==> config.mk <==
export PLATFORM = sky130hd
export DESIGN_NAME = pulse_sched_flat
export DESIGN_NICKNAME = d
export VERILOG_FILES = /design/src/rtl/pulse_sched_if.sv /design/src/rtl/pulse_sched.sv /design/src/flat_wrapper.sv
export SDC_FILE = /design/constraint.sdc
export NUM_CORES = 1
export LEC_CHECK = 0
export CORE_MARGIN = 5
export CORE_UTILIZATION = 57
export CTS_BUF_LIST = sky130_fd_sc_hd__clkbuf_8 sky130_fd_sc_hd__clkbuf_16
export CTS_CLUSTER_DIAMETER = 50
export DETAILED_ROUTE_END_ITERATION = 6
export PLACE_DENSITY_LB_ADDON = 0.3
export SYNTH_ARGS = -nofsm -noshare
export SYNTH_HDL_FRONTEND = slang
export SYNTH_SLANG_ARGS = --single-unit
==> constraint.sdc <==
create_clock -name Clk -period 4 [get_ports Clk]
set_clock_uncertainty 0.1 [all_clocks]
set_input_delay 0.6 -clock Clk [delete_from_list [all_inputs] [get_ports Clk]]
set_output_delay 0.6 -clock Clk [all_outputs]
set_load 0.01 [all_outputs]
==> src/rtl/pulse_sched_if.sv <==
// Requester/engine-facing bundle of the pulse scheduler: request levels, counts,
// grant/completion and the single-bit engine link.
interface pulse_sched_if #(
    parameter int N_REQ = 4,
    parameter int CNT_W = 3
);
    logic [N_REQ-1:0]       req;
    logic [N_REQ*CNT_W-1:0] len;
    logic [N_REQ-1:0]       grant;
    logic                   done;
    logic                   err;
    logic                   FSM_in;
    logic                   FSM_out;

    modport master (
        output req, len, FSM_out,
        input  grant, done, err, FSM_in
    );

    modport slave (
        input  req, len, FSM_out,
        output grant, done, err, FSM_in
    );
endinterface

==> src/rtl/pulse_sched.sv <==
// Round-robin scheduler sharing one pulse-counting engine between N_REQ requesters:
// plays the winner's count as spaced pulses, then waits (bounded) for engine completion.
module pulse_sched #(
    parameter int N_REQ   = 4,
    parameter int CNT_W   = 3,
    parameter int GAP     = 1,
    parameter int TIMEOUT = 16
) (
    input logic          Clk,
    input logic          rst,
    pulse_sched_if.slave bus
);
    localparam int IDX_W = $clog2(N_REQ);
    localparam int GAP_W = $clog2(GAP + 1);
    localparam int TO_W  = $clog2(TIMEOUT + 1);

    typedef enum logic [2:0] {S_IDLE, S_PULSE, S_GAP, S_WAIT, S_DONE} state_t;

    state_t           state;
    logic [IDX_W-1:0] ptr;
    logic [IDX_W-1:0] winner;
    logic [CNT_W-1:0] remaining;
    logic [GAP_W-1:0] gap_cnt;
    logic [TO_W-1:0]  wait_cnt;
    logic [N_REQ-1:0] grant_q;
    logic             done_q;
    logic             err_q;
    logic             fsm_in_q;

    logic             pick_vld;
    logic [IDX_W-1:0] pick_idx;
    logic [CNT_W-1:0] pick_len;

    // First active request at or after the pointer, wrapping around.
    always_comb begin
        pick_vld = 1'b0;
        pick_idx = '0;
        pick_len = '0;
        for (int i = 0; i < N_REQ; i++) begin
            if (!pick_vld && bus.req[(int'(ptr) + i) % N_REQ]) begin
                pick_vld = 1'b1;
                pick_idx = IDX_W'((int'(ptr) + i) % N_REQ);
                pick_len = bus.len[((int'(ptr) + i) % N_REQ) * CNT_W +: CNT_W];
            end
        end
    end

    always_ff @(posedge Clk or posedge rst) begin
        if (rst) begin
            state     <= S_IDLE;
            ptr       <= '0;
            winner    <= '0;
            remaining <= '0;
            gap_cnt   <= '0;
            wait_cnt  <= '0;
            grant_q   <= '0;
            done_q    <= 1'b0;
            err_q     <= 1'b0;
            fsm_in_q  <= 1'b0;
        end else begin
            case (state)
                S_IDLE: begin
                    if (pick_vld) begin
                        grant_q   <= N_REQ'(1) << pick_idx;
                        winner    <= pick_idx;
                        remaining <= pick_len;
                        if (pick_len == '0) begin
                            state  <= S_DONE;
                            done_q <= 1'b1;
                        end else begin
                            state    <= S_PULSE;
                            fsm_in_q <= 1'b1;
                        end
                    end
                end
                S_PULSE: begin
                    fsm_in_q  <= 1'b0;
                    remaining <= remaining - CNT_W'(1);
                    if (remaining != CNT_W'(1)) begin
                        state   <= S_GAP;
                        gap_cnt <= '0;
                    end else begin
                        state    <= S_WAIT;
                        wait_cnt <= '0;
                    end
                end
                S_GAP: begin
                    if (gap_cnt == GAP_W'(GAP - 1)) begin
                        state    <= S_PULSE;
                        fsm_in_q <= 1'b1;
                    end else begin
                        gap_cnt <= gap_cnt + GAP_W'(1);
                    end
                end
                // Engine completion wins over a timeout expiring in the same cycle.
                S_WAIT: begin
                    if (bus.FSM_out) begin
                        state  <= S_DONE;
                        done_q <= 1'b1;
                        err_q  <= 1'b0;
                    end else if (wait_cnt == TO_W'(TIMEOUT - 1)) begin
                        state  <= S_DONE;
                        done_q <= 1'b1;
                        err_q  <= 1'b1;
                    end else begin
                        wait_cnt <= wait_cnt + TO_W'(1);
                    end
                end
                S_DONE: begin
                    state   <= S_IDLE;
                    done_q  <= 1'b0;
                    err_q   <= 1'b0;
                    grant_q <= '0;
                    ptr     <= (winner == IDX_W'(N_REQ - 1)) ? '0 : winner + IDX_W'(1);
                end
                default: state <= S_IDLE;
            endcase
        end
    end

    assign bus.grant  = grant_q;
    assign bus.done   = done_q;
    assign bus.err    = err_q;
    assign bus.FSM_in = fsm_in_q;
endmodule

==> src/flat_wrapper.sv <==
// flat-port wrapper written by rule: the top's interface ports become plain ports
module pulse_sched_flat 
#(
    parameter int N_REQ   = 4,
    parameter int CNT_W   = 3,
    parameter int GAP     = 1,
    parameter int TIMEOUT = 16
)
  (Clk, rst, bus_req, bus_len, bus_FSM_out, bus_grant, bus_done, bus_err, bus_FSM_in);
  pulse_sched_if #(.N_REQ(N_REQ), .CNT_W(CNT_W)) bus_i ();
  input logic Clk;
  input logic rst;
  input wire logic [$bits(bus_i.req)-1:0] bus_req;
  input wire logic [$bits(bus_i.len)-1:0] bus_len;
  input wire logic [$bits(bus_i.FSM_out)-1:0] bus_FSM_out;
  output wire logic [$bits(bus_i.grant)-1:0] bus_grant;
  output wire logic [$bits(bus_i.done)-1:0] bus_done;
  output wire logic [$bits(bus_i.err)-1:0] bus_err;
  output wire logic [$bits(bus_i.FSM_in)-1:0] bus_FSM_in;
  assign bus_i.req = bus_req;
  assign bus_i.len = bus_len;
  assign bus_i.FSM_out = bus_FSM_out;
  assign bus_grant = bus_i.grant;
  assign bus_done = bus_i.done;
  assign bus_err = bus_i.err;
  assign bus_FSM_in = bus_i.FSM_in;
  pulse_sched #(.N_REQ(N_REQ), .CNT_W(CNT_W), .GAP(GAP), .TIMEOUT(TIMEOUT)) u_core (.Clk(Clk), .rst(rst), .bus(bus_i));
endmodule
==> reports/results.txt <==
Outcome - completed
Core Area - 4000 sq um
Post-Syn Instances - 244
Number of port buffers - 25
Post-synth EDFFs - 0
Sink of the worst hold path - u_core.winner[1]
Via density - 6.61
Asr flop ratio synth - 1.00
Comb pwr share - 0.716
Initial core utilization - 0.584
First-pass GRT wire length - 9500 microns
Worst slew margin - 0.452
All-Layer GR Usage - 0.218
Crit path from - u_core.ptr[0]
Clk slew on worst S/H paths - 0.08 ns
Startpoint types - flop
Accumulated negative setup slack - 0 ns
Initial antenna violation count - 0
DP HPWL - 4220 microns
Pre-CTS WS - 0.716 ns
Required time of the worst setup path - 4.08 ns
Sequential element share of the synthesized area - 0.236
Unique masters post-synth - 49
Cts hold-fix bufs - 0
Worst-Skew Late Latency - 0.26 ns
Synthesis-to-layout area growth - 14.0%
Worst Path Arrival - 3.26 ns
Worst-case reg-to-reg path depth - 9
Kind of critical path - flop to flop
Max Freq - 315 MHz
Final setup violation count - 0
Chip height - 74.0 microns
RSZ-0062 raised after global routing - false
Worst path slowest cell - ha_1
Register bit count reported by yosys - 22
Hold wc startpoint - u_core.winner[1]
# clock sinks - 22
Top cells by area, synth - dfrtp_1 (24%), mux4_2 (18%), mux2i_1 (7.7%)
Non-filler cells, final - 313
Reg2reg end - u_core.bus.done
Int Pwr - 1.13 mW
Root Buffer - clkbuf_8
Final setup margin - 0.829 ns
Row cnt - 23
Cells along the critical path - inv_1, ha_1, buf_4, mux4_2, mux2i_1, o22ai_1, o21ai_1, or4b_1, o211ai_1
Synth warnings - 0
Fill cell count - 339
Final number of hold-violating endpoints - 0
Final Routed Wirelength - 5610 microns
Hold WC Path Type - flop to flop
Synth cell count leaders - dfrtp_1 (22), nand2_1 (21), nor2_1 (20)
Post_cts resized - 0
Largest net degree at the start of global routing - 26
Crit end category - flop
H-tree depth - 1
Final Max Tran Viols - 0
Sequential share of power - 0.185
Final Cycle Share - 0.793
R2r setup slk - 0.83 ns
Post-CTS setup buffer count - 0
Standby leakage power - 1.06 nW
CP peak stage delay - 0.54 ns
Worst Tran Pin Value - 0.822 ns
Sw Pwr - 0.938 mW
Grt total ovfl - 0
Hold depth - 1
ANT cells - 0
Pwr/cell area - 777 nW/um^2
Nets - 292
Cell with the most instances after synthesis - dfrtp_1
Die width - 74.0 microns
Net Count, Synth - 272
Ports - 26
Max-cap violation count - 0
FF-to-FF Start - u_core.ptr[0]
Primary FF master, synth - dfrtp_1
Antenna viol nets, final - 0
Synth area leader - dfrtp_1
CTS tree - built
Drt first pass iters - 5
VDD IR max - 639 uV
Number of remaining DRC errors - 0
Post-synth top area share - 0.236
Full die area - 5480 sq um
Number of CTS-inserted buffers - 3
Syn Std Cell Area - 2340 sq um
WL/cell - 17.9 microns
Clock Path Buffers - 2
Layout cells sized above 1 - 0.144
Mapped Avg Cell Area - 9.58 sq um
Clock power share - 0.099
Sw Share - 0.453
Inst Count DP - 309
Vias post-DR - 2068
Max FO, Critical Path - 12
Gpl congestion - 1.01
Vias in the first global route - 1927
Minimum clock period - 3.17 ns
DR iter-0 viols - 154
==> cells in the final DEF, fill, tap and decap left out, types with 3 or more instances in the layout <==
cell type,count
buf_4,5
o211ai_1,3
and2_1,3
nand2_1,21
clkdlybuf4s50_1,25
o21ai_0,17
and3_1,3
nor2_1,20
nand3b_1,4
nor4_1,4
mux2i_1,18
a21o_1,3
nand2b_1,5
mux4_2,19
clkbuf_8,3
mux2_2,3
o22ai_1,3
dfrtp_1,21
ha_1,9
a31oi_1,5
a21oi_1,9
inv_1,11
or3_1,3
nand3_1,11
==> power groups by stage <==
stage	Sequential [mW]	Combinational [mW]	Clock (mW)
floorplan	0.380	1.16	0
global placement	0.381	1.45	0
detailed placement	0.383	1.47	0
CTS	0.381	1.47	0.207
global route	0.395	1.63	0.213
finish	0.382	1.48	0.205
==> cell type report <==
type                    instances  area (sq um)  share of cell area
clock buffers                   3          41.3              0.0155
clock inverters                 1          30.0              0.0113
inverters                      11          41.3              0.0155
multi-input cells             196          1650               0.619
flip-flops and latches         22           552               0.207
well taps                      50          62.6              0.0235
repair buffers                 30           288               0.108
==> metrics by stage <==
stage                     instance area, sq um  hold WS [ns]  total power, mW   util
after floorplan                           2340         0.354             1.54      -
after global placement                    2590         0.382             1.83  0.648
after detailed placement                  2590         0.378             1.85  0.648
after CTS                                 2670         0.404             2.06  0.666
after global routing                      2670         0.430             2.24  0.666
final                                     2670         0.417             2.07  0.666
==> cells by family (layout without fill, tap and decap cells) <==
kind of cell | Yosys count | in the layout | share of synthesized area
buf+inv | 26 | 45 | 0.0583
flops | 22 | 22 | 0.236
xor+xnor | 2 | 2 | 0.00750
mux | 41 | 41 | 0.286
simple gates | 89 | 89 | 0.201
fa+ha+maj | 9 | 9 | 0.0482
compound gates | 55 | 55 | 0.164
==> worst max-delay path by stage <==
| stage | cells after the start | end |
|---|---|---|
| final | 9 | u_core.bus.done |
| after global routing | 9 | u_core.state[2] |
| after CTS | 9 | u_core.state[2] |
| after detailed placement | 8 | u_core.state[2] |
| after global placement | 8 | u_core.bus.done |
| after floorplan | 14 | u_core.bus.done |
==> state kept, by name, indices dropped and copies added (netlist names), 2 cells and up <==
| signal | flops |
|---|---|
| u_core.bus.grant | 4 |
| u_core.winner | 2 |
| u_core.wait_cnt | 5 |
| u_core.remaining | 3 |
| u_core.state | 3 |
| u_core.ptr | 2 |
==> metal layers <==
layer,track usage,routed length (microns)
met1,0.309,2460
met5,0,0
met2,0.348,2720
met3,0.0135,265
met4,0.0905,170
==> worst max-delay path: cells and delay by family (launching register included) <==
kind	cells	cell delay (ns)
fa+ha+maj	1	0.54
mux	2	0.71
simple gates	1	0.49
flops	1	0.39
buf+inv	2	0.34
compound gates	3	0.51
(Power assumes the default switching activity.)
